<file path="config.mk">
export PLATFORM = sky130hd
export DESIGN_NAME = game_controller_flat
export DESIGN_NICKNAME = d
export VERILOG_FILES = /design/src/rtl/game_pkg.sv /design/src/rtl/game_if.sv /design/src/rtl/bcd_counter4.sv /design/src/rtl/game_controller.sv /design/src/flat_wrapper.sv
export SDC_FILE = /design/constraint.sdc
export NUM_CORES = 1
export LEC_CHECK = 0
export ABC_AREA = 1
export ABC_CLOCK_PERIOD_IN_PS = 2800
export BUFFER_PORTS_ARGS = -buffer_cell sky130_fd_sc_hd__buf_2
export CAP_MARGIN = 20
export CORE_AREA = 2 2 71 73
export CTS_CLUSTER_SIZE = 14
export DETAILED_ROUTE_END_ITERATION = 7
export DIE_AREA = 0 0 73 75
export PLACE_DENSITY = 0.75
export SETUP_SLACK_MARGIN = 0.02
export SLEW_MARGIN = 20
export SYNTH_ARGS = -nofsm -noshare
export SYNTH_HDL_FRONTEND = slang
export SYNTH_HIERARCHICAL = 1
export SYNTH_SLANG_ARGS = --single-unit
</file>
<file path="constraint.sdc">
create_clock -name CLK -period 2.8 [get_ports CLK]
set_clock_uncertainty 0.1 [all_clocks]
set_input_delay 0.28 -clock CLK [delete_from_list [all_inputs] [get_ports CLK]]
set_output_delay 0.28 -clock CLK [all_outputs]
set_load 0.01 [all_outputs]
</file>
<file path="src/rtl/game_pkg.sv">
// Shared types and sizing for the dinosaur-game controller and its score counter.
package game_pkg;

    typedef enum logic [1:0] {
        ST_IDLE,
        ST_RUN,
        ST_HIT,
        ST_OVER
    } game_state_t;

    localparam int SPEED_W      = 4;
    localparam int SCORE_DIGITS = 4;
    localparam int SCORE_W      = 4 * SCORE_DIGITS;

endpackage

</file>
<file path="src/rtl/game_if.sv">
// Frame-level signals exchanged between the game controller and the VGA/sprite side.
interface game_if;
    import game_pkg::*;

    logic               vs;
    logic               START;
    logic               px_dinosaur;
    logic               px_obstacle;
    logic               game_status;
    logic               game_over;
    logic               freeze;
    logic               frame_tick;
    logic [SPEED_W-1:0] speed;
    logic [SCORE_W-1:0] score;

    modport master (
        output vs, START, px_dinosaur, px_obstacle,
        input  game_status, game_over, freeze, frame_tick, speed, score
    );

    modport slave (
        input  vs, START, px_dinosaur, px_obstacle,
        output game_status, game_over, freeze, frame_tick, speed, score
    );

endinterface

</file>
<file path="src/rtl/bcd_counter4.sv">
// Four-digit BCD score counter: ripple increment, synchronous clear, holds at 9999.
module bcd_counter4
    import game_pkg::*;
(
    input  logic               CLK,
    input  logic               RESET,
    input  logic               inc,
    input  logic               clear,
    output logic [SCORE_W-1:0] value,
    output logic               low_roll
);

    logic [SCORE_W-1:0]      value_reg, value_next;
    logic [SCORE_DIGITS-1:0] carry;
    logic                    saturated;

    assign saturated = (value_reg == {SCORE_DIGITS{4'h9}});
    assign carry[0]  = inc & ~saturated;

    // Flags that an increment taken now rolls digits 1..0 from 99 to 00; independent of inc
    assign low_roll  = (value_reg[7:0] == 8'h99) & ~saturated;

    genvar gi;
    generate
        for (gi = 0; gi < SCORE_DIGITS; gi++) begin : g_digit
            logic [3:0] digit;
            assign digit = value_reg[gi*4 +: 4];
            assign value_next[gi*4 +: 4] = carry[gi] ? ((digit == 4'd9) ? 4'd0 : digit + 4'd1) : digit;
            if (gi < SCORE_DIGITS - 1) begin : g_carry
                assign carry[gi+1] = carry[gi] & (digit == 4'd9);
            end
        end
    endgenerate

    always_ff @(posedge CLK or posedge RESET) begin
        if (RESET) begin
            value_reg <= '0;
        end else if (clear) begin
            value_reg <= '0;
        end else begin
            value_reg <= value_next;
        end
    end

    assign value = value_reg;

endmodule

</file>
<file path="src/rtl/game_controller.sv">
// Frame-synchronous game sequencer: state, scroll speed and BCD score, all updated at vs fall.
module game_controller
    import game_pkg::*;
#(
    parameter int SCORE_FRAMES = 6,
    parameter int SPEED_INIT   = 2,
    parameter int SPEED_MAX    = 10,
    parameter int HIT_FRAMES   = 30
) (
    input logic   CLK,
    input logic   RESET,
    game_if.slave bus
);

    localparam int CNT_MAX = (HIT_FRAMES > SCORE_FRAMES) ? HIT_FRAMES : SCORE_FRAMES;
    localparam int CNT_W   = $clog2(CNT_MAX + 1);

    game_state_t        state_reg, state_next;
    logic [CNT_W-1:0]   frame_cnt_reg, frame_cnt_next;
    logic [SPEED_W-1:0] speed_reg, speed_next;
    logic               vs_d_reg, start_d_reg, start_req_reg, hit_latch_reg;
    logic               frame_tick, start_rise, overlap, entering_run;
    logic               score_inc, score_clr, score_low_roll;
    logic [SCORE_W-1:0] score_val;

    assign frame_tick   = vs_d_reg & ~bus.vs;
    assign start_rise   = bus.START & ~start_d_reg;
    assign overlap      = (state_reg == ST_RUN) & bus.vs & bus.px_dinosaur & bus.px_obstacle;
    assign entering_run = (state_next == ST_RUN) & (state_reg != ST_RUN);

    always_ff @(posedge CLK or posedge RESET) begin
        if (RESET) begin
            vs_d_reg      <= 1'b0;
            start_d_reg   <= 1'b0;
            start_req_reg <= 1'b0;
            hit_latch_reg <= 1'b0;
        end else begin
            vs_d_reg    <= bus.vs;
            start_d_reg <= bus.START;
            if (entering_run) begin
                start_req_reg <= 1'b0;
            end else if (start_rise && (state_reg == ST_IDLE || state_reg == ST_OVER)) begin
                start_req_reg <= 1'b1;
            end
            // Collision is only meaningful on visible pixels; the tick itself falls in blanking
            if (frame_tick) begin
                hit_latch_reg <= 1'b0;
            end else if (overlap) begin
                hit_latch_reg <= 1'b1;
            end
        end
    end

    always_ff @(posedge CLK or posedge RESET) begin
        if (RESET) begin
            state_reg     <= ST_IDLE;
            frame_cnt_reg <= '0;
            speed_reg     <= SPEED_W'(SPEED_INIT);
        end else begin
            state_reg     <= state_next;
            frame_cnt_reg <= frame_cnt_next;
            speed_reg     <= speed_next;
        end
    end

    always_comb begin
        state_next     = state_reg;
        frame_cnt_next = frame_cnt_reg;
        speed_next     = speed_reg;
        score_inc      = 1'b0;
        score_clr      = 1'b0;
        if (frame_tick) begin
            case (state_reg)
                ST_IDLE, ST_OVER: begin
                    if (start_req_reg) begin
                        state_next     = ST_RUN;
                        frame_cnt_next = '0;
                        speed_next     = SPEED_W'(SPEED_INIT);
                        score_clr      = 1'b1;
                    end
                end
                ST_RUN: begin
                    // A collision in this frame pre-empts the score increment
                    if (hit_latch_reg) begin
                        state_next     = ST_HIT;
                        frame_cnt_next = '0;
                    end else if (frame_cnt_reg == CNT_W'(SCORE_FRAMES - 1)) begin
                        frame_cnt_next = '0;
                        score_inc      = 1'b1;
                        if (score_low_roll && speed_reg < SPEED_W'(SPEED_MAX)) begin
                            speed_next = speed_reg + SPEED_W'(1);
                        end
                    end else begin
                        frame_cnt_next = frame_cnt_reg + CNT_W'(1);
                    end
                end
                ST_HIT: begin
                    if (frame_cnt_reg == CNT_W'(HIT_FRAMES - 1)) begin
                        state_next     = ST_OVER;
                        frame_cnt_next = '0;
                    end else begin
                        frame_cnt_next = frame_cnt_reg + CNT_W'(1);
                    end
                end
                default: begin
                    state_next = ST_IDLE;
                end
            endcase
        end
    end

    bcd_counter4 u_score (
        .CLK      (CLK),
        .RESET    (RESET),
        .inc      (score_inc),
        .clear    (score_clr),
        .value    (score_val),
        .low_roll (score_low_roll)
    );

    assign bus.game_status = (state_reg == ST_RUN);
    assign bus.freeze      = (state_reg == ST_HIT);
    assign bus.game_over   = (state_reg == ST_OVER);
    assign bus.frame_tick  = frame_tick;
    assign bus.speed       = speed_reg;
    assign bus.score       = score_val;

endmodule

</file>
<file path="src/flat_wrapper.sv">
// flat-port wrapper written by rule: the top's interface ports become plain ports
module game_controller_flat import game_pkg::*;
#(
    parameter int SCORE_FRAMES = 6,
    parameter int SPEED_INIT   = 2,
    parameter int SPEED_MAX    = 10,
    parameter int HIT_FRAMES   = 30
)
  (CLK, RESET, bus_vs, bus_START, bus_px_dinosaur, bus_px_obstacle, bus_game_status, bus_game_over, bus_freeze, bus_frame_tick, bus_speed, bus_score);
  game_if bus_i ();
  input logic CLK;
  input logic RESET;
  input wire logic [$bits(bus_i.vs)-1:0] bus_vs;
  input wire logic [$bits(bus_i.START)-1:0] bus_START;
  input wire logic [$bits(bus_i.px_dinosaur)-1:0] bus_px_dinosaur;
  input wire logic [$bits(bus_i.px_obstacle)-1:0] bus_px_obstacle;
  output wire logic [$bits(bus_i.game_status)-1:0] bus_game_status;
  output wire logic [$bits(bus_i.game_over)-1:0] bus_game_over;
  output wire logic [$bits(bus_i.freeze)-1:0] bus_freeze;
  output wire logic [$bits(bus_i.frame_tick)-1:0] bus_frame_tick;
  output wire logic [$bits(bus_i.speed)-1:0] bus_speed;
  output wire logic [$bits(bus_i.score)-1:0] bus_score;
  assign bus_i.vs = bus_vs;
  assign bus_i.START = bus_START;
  assign bus_i.px_dinosaur = bus_px_dinosaur;
  assign bus_i.px_obstacle = bus_px_obstacle;
  assign bus_game_status = bus_i.game_status;
  assign bus_game_over = bus_i.game_over;
  assign bus_freeze = bus_i.freeze;
  assign bus_frame_tick = bus_i.frame_tick;
  assign bus_speed = bus_i.speed;
  assign bus_score = bus_i.score;
  game_controller #(.SCORE_FRAMES(SCORE_FRAMES), .SPEED_INIT(SPEED_INIT), .SPEED_MAX(SPEED_MAX), .HIT_FRAMES(HIT_FRAMES)) u_core (.CLK(CLK), .RESET(RESET), .bus(bus_i));
endmodule
</file>
# After elaboration in Yosys (flattened, before gate mapping)
# Cells that the tools add are included.
[totals]
output_inout_bits = 24
in_bits = 6
reg_bits = 31
[classes]
order_cmp = 1
n_reduce_logical = 14
eq_ne = 17
mux = 35
bitwise = 14
addsub = 6
[op_table]
columns = ["op", "count"]
rows = [
  ["4-bit two-way mux", 12],
  ["4-bit by 1-bit adder with 4-bit output, second input constant", 5],
  ["5-bit two-way mux", 4],
  ["16-bit == test, second input constant", 1],
  ["4-bit == test, second input constant", 4],
  ["16-bit two-way mux", 1],
  ["5-bit one-hot mux with 3 select lines", 1],
  ["2-bit nonzero test", 7],
  ["1-bit AND", 11],
  ["1-bit two-way mux", 11],
  ["8-bit == test, second input constant", 1],
  ["2-bit two-way mux", 4],
  ["2-bit by 1-bit != test with 1-bit output, second input constant", 4],
  ["4-bit one-hot mux with 2 select lines", 1],
  ["2-bit one-hot mux with 3 select lines", 1],
  ["6-bit AND reduction", 1],
  ["5-bit by 1-bit adder with 5-bit output, second input constant", 1],
  ["5-bit by 3-bit == test with 1-bit output, second input constant", 1],
  ["5-bit == test, second input constant", 1],
  ["2-bit by 1-bit == test with 1-bit output, second input constant", 2],
  ["2-bit == test, second input constant", 2],
  ["4-bit less-than comparator, second input constant", 1],
  ["1-bit NOT", 3],
  ["1-bit logical AND", 2],
  ["5 further kinds", 5],
]

# Longest topological paths before layout
[depth]
word_depth = 11
mapped_depth = 11

# Cells and area by module
# The synthesis kept the hierarchy.
[by_module_without_submodules]
columns = ["module", "cells_each", "seq_area_each_um2", "area_per_inst_um2", "n_inst"]
rows = [
  ["bcd_counter4", 138, 400.4, 1103.6, 1],
  ["game_controller", 120, 376.6, 927.1, 1],
]

# Least setup slack after synthesis
# OpenSTA, ideal clock, no wires.
[synth_timing]
kind = "reg2reg"
startpoint = "reg u_core.state_reg[1]"
endpoint = "reg u_core.u_score.value_reg[13] (netlist: u_core/u_score/value[13])"
arrival_ns = 2.389
slack_ns = 0.193
stages_incl_launch_ff = 10
period_less_slack_ns = 2.607
cell_sequence = "dfrtp_1 -> inv_1 -> ha_1 -> inv_1 -> nor4_1 -> nand3_2 -> nand2_4 -> nand2_4 -> nand2_1 -> nand2_1"
[synth_between]
elab_chain_len = 8
[synth_lines]
columns = ["item", "line", "rtl"]
rows = [
  ["from (decl)", "game_controller.sv:18", "game_state_t state_reg, state_next;"],
  ["from (signal assigned)", "game_controller.sv:60", "state_reg <= state_next;"],
  ["2-bit by 1-bit == test with 1-bit output", "--", ""],
  ["net bus_game_status", "flat_wrapper.sv:17", "output wire logic [$bits(bus_i.game_status)-1:0] bus_game_status;"],
  ["1-bit two-way mux", "game_controller.sv:73", "case (state_reg)"],
  ["1-bit two-way mux", "game_controller.sv:72", "if (frame_tick) begin"],
  ["net u_core.score_inc", "game_controller.sv:23", "logic score_inc, score_clr, score_low_roll;"],
  ["1-bit AND", "bcd_counter4.sv:18", "assign carry[0] = inc & ~saturated;"],
  ["1-bit AND (3 in series)", "bcd_counter4.sv:30", "assign carry[gi+1] = carry[gi] & (digit == 4'd9);"],
  ["2-bit nonzero test (no source line)", "--", ""],
  ["to (signal assigned)", "bcd_counter4.sv:41", "value_reg <= value_next;"],
  ["to (decl)", "bcd_counter4.sv:13", "logic [SCORE_W-1:0] value_reg, value_next;"],
]
# The timed path passes the listed nets, and every way through them passes these cells.
# A chain may end at the register's enable or synchronous reset.

# Worst setup path after layout
[layout_timing]
startpoint = "reg u_core.state_reg[1]"
endpoint = "reg u_core.u_score.value_reg[13] (netlist: u_core/u_score/value[13])"
[layout_between]
elab_chain_len = 8
[layout_lines]
columns = ["item", "line"]
rows = [
  ["2-bit by 1-bit == test with 1-bit output", "game_controller.sv:73"],
  ["1-bit two-way mux", "game_controller.sv:73"],
  ["1-bit two-way mux", "game_controller.sv:72"],
  ["net u_core.score_inc", "game_controller.sv:23"],
  ["1-bit AND", "bcd_counter4.sv:18"],
  ["1-bit AND (3 in series)", "bcd_counter4.sv:30"],
  ["2-bit nonzero test (no source line)", "--"],
]
# The timed path passes the listed nets, and every way through them passes these cells.

==> results.py <==
metrics = {
    "drt": {
        "drt_iter0_drc": 59,
        "routedWlPerCell_um": 12.21,
        "drc": 0,
        "antenna_left": 0,
        "routed_wl_mm": 4.275,
        "drt-pass1-iter-count": 4,
        "vias": 1799,
        "vias_per_cell": 5.140,
    },
    "timing": {
        "min_period_ns": 2.369,
        "maxSlewViolCount": 0,
        "fin_crit_sh_pct": 84.62,
        "hold_viol_final": 0,
        "fmaxAchievable_ghz": 0.4220,
        "max_slew.worst_pin.slew_ns": 0.6203,
        "slew_headroom_pct": 58.60,
        "setup_tns_ns": 0,
        "setup_viol": 0,
        "rsz0062_at_grt": "false",
    },
    "setup_path": {
        "rr_endpoint": "u_core/u_score/value[13]$_DFFE_PP0P_",
        "crit_cells": 9,
        "reg2reg_from": "u_core/state_reg[1]$_DFF_PP0_",
        "worst-endpoint-required_ns": 2.88,
        "critPathArrivalTime_ns": 2.45,
        "crit_path_end": "u_core/u_score/value[13]$_DFFE_PP0P_",
        "path_class": "flip-flop to flip-flop",
        "crit_chain": "inv_1, ha_1, inv_1, nor4_1, nand3_2, nand2_4, nand2_4, nand2_1, nand2_1",
        "ff2ff_path_depth": 9,
        "crit_path_top_delay_cell": "nor4_1",
        "crit_buf_inv": 2,
        "cp-end-kind": "flip-flop",
        "worst-path-max-fanout": 10,
        "rrSetupSlack_ns": 0.43,
        "crit_family": "simple AND/OR/NAND/NOR gates",
        "cp-startpoint": "u_core/state_reg[1]$_DFF_PP0_",
        "max_stage_delay_ns": 0.59,
        "start_kind": "flip-flop",
    },
    "cells_and_area": {
        "finalNonFillerCells": 350,
        "multi_input_area_um2": 1122,
        "areaGrowthSynthToFinish_pct": 15.65,
        "seqCellArea_um2": 777.0,
        "drive_above_1_share_pct": 22.30,
        "final_nets": 314,
        "fin_util_pct": 50.39,
        "antennaDiodeCount": 0,
        "stdcell_area_um2": 2349,
        "fill_cells": 477,
        "largest_reg_flops": 16,
    },
    "worst_hold_path": {
        "hp-start": "bus_START",
        "hold_class": "primary input to flip-flop",
    },
    "pwr": {
        "ir_worst_vdd_mv": 0.3858,
        "power.density_nw_per_um2": 772.2,
        "leakage_nw": 1.301,
    },
    "yosys": {
        "ys_seq_area_share_pct": 38.26,
        "synth_cell_type_count": 31,
        "ys_warn_count": 6,
        "netlist_area_um2": 2031,
        "synth_cells": 258,
        "syn_area_per_cell_um2": 7.871,
        "synthesis.nets": 277,
        "synth-seq-cells": 31,
    },
    "clocking": {
        "clk_latency_ns": 0.29,
        "cts_tree": "built",
        "cts_buffer_depth": 2,
        "path_clk_slew_ns": 0.07,
        "root_buffer": "clkbuf_8",
        "ctsResizeCount": 0,
        "cts_buffers": 5,
        "cts.htree.levels": 2,
        "clock_sinks": 31,
    },
    "place": {
        "postPlaceCellArea_um2": 2247,
        "post-dp-hpwl_mm": 3.284,
        "place.gp.congestion": 0.8254,
        "port_buffers": 29,
        "dp_cells": 341,
    },
    "job": {
        "maxCapViolCount": 0,
    },
    "grt": {
        "gr-total-overflow": 0,
        "antenna_found_initial": 0,
        "grt_pass1_vias": 1699,
        "grt_max_degree": 17,
        "grt_pass1_wl_mm": 7.403,
        "grtUsageTotal_pct": 17.82,
    },
    "floorplanning": {
        "io_pins": 30,
        "rows": 25,
        "fp.coreArea_um2": 4661,
        "die_h_um": 75,
        "start_util_pct": 43.57,
        "die_w_um": 73,
        "fp.dieArea_um2": 5475,
    },
    "status": {
        "status": "completed",
    },
}
[synth_stat cells (all sizes together)]
master / instances / area, µm²
a21oi: 7 / 38.79
a31o: 1 / 8.760
and2: 1 / 7.510
clkbuf: 2 / 11.26
dfrtp: 30 / 750.7
dfstp: 1 / 26.28
ha: 13 / 162.7
inv: 32 / 120.1
nand2: 78 / 337.8
nand3: 32 / 187.7
nand3b: 4 / 42.54
nand4: 2 / 12.51
nor2: 23 / 123.9
nor3: 10 / 50.05
nor4: 2 / 12.51
o21ai: 10 / 53.80
o21bai: 1 / 7.510
or2: 1 / 6.260
xnor2: 3 / 26.28
xor2: 5 / 43.79
[layout by cell type (no fill, tap or decap), types with 2 or more instances in the layout]
cell / instances
a21oi_1: 6
buf_2: 29
buf_4: 2
clkbuf_8: 6
dfrtp_1: 30
ha_1: 13
inv_1: 28
inv_2: 4
nand2_1: 70
nand2_2: 3
nand2_4: 5
nand3_1: 28
nand3_2: 3
nand3b_1: 3
nand4_1: 2
nor2_1: 18
nor2_4: 5
nor3_1: 10
nor4_1: 2
o21ai_0: 6
o21ai_1: 3
xnor2_1: 3
xor2_1: 5
[metrics by stage]
stage | hold WS (ns) | setup WS, ns | power [mW]
after floorplan | 0.08076 | 0.1932 | 1.234
after global placement | 0.2831 | 0.5289 | 1.431
after detailed placement | 0.2909 | 0.4822 | 1.457
after CTS | 0.003553 | 0.4689 | 1.832
after global routing | 0.002276 | 0.2021 | 1.970
final | 0.01368 | 0.4305 | 1.813
[worst min path at each step]
stage / slack, ns / to / depth (start not counted)
global placement: 0.28 / u_core/bus.speed[2]$_DFFE_PP0P_ / 2
detailed placement: 0.29 / u_core/bus.speed[2]$_DFFE_PP0P_ / 2
floorplan: 0.08 / u_core/bus.speed[0]$_DFFE_PP0P_ / 1
global route: 0.002 / u_core/start_d_reg$_DFF_PP0_ / 1
finish: 0.01 / u_core/start_d_reg$_DFF_PP0_ / 1
CTS: 0.004 / u_core/start_d_reg$_DFF_PP0_ / 1
[power by group]
part	internal, mW	switching, mW
Clock	0.198	0.168
Combinational	0.287	0.454
Sequential	0.564	0.143
Total	1.05	0.765
[worst reg2reg max path, stage by stage, from the launching register on]
cell	delay (ns)
dfrtp_1	0.44
inv_1	0.09
ha_1	0.28
inv_1	0.21
nor4_1	0.59
nand3_2	0.20
nand2_4	0.17
nand2_4	0.07
nand2_1	0.06
nand2_1	0.05
[cells by family after synthesis]
family	after synthesis	synth area share [%]
simple gates	153	38.45
buf+inv	34	6.469
flops	31	38.26
compound gates	19	5.361
fa+ha+maj	13	8.010
xor+xnor	8	3.451
[layout make-up]
cell class                 count  area share (%)
multi-input combinational    193           47.79
sequential                    31           33.08
clock inverter                 1          0.2131
timing repair buffer          32           7.246
tap                           54           2.877
clock buffer                   7           3.676
inverter                      32           5.115
[what timing repair did]
action | in CTS | in global routing
buffers inserted | 0 | 0
endpoints found under the hold margin | 24 | 0
hold buffers | 1 | 0
[routing by layer]
metal | up-vias | part of all wire, % | GRT usage [%]
li1 | 907 | - | -
met1 | 843 | 45 | 20.42
met2 | 42 | 48 | 30.93
met3 | 7 | 4.6 | 4.284
met4 | 0 | 2.1 | 9.259
met5 | - | 0 | 0
(Power assumes the default switching activity.)
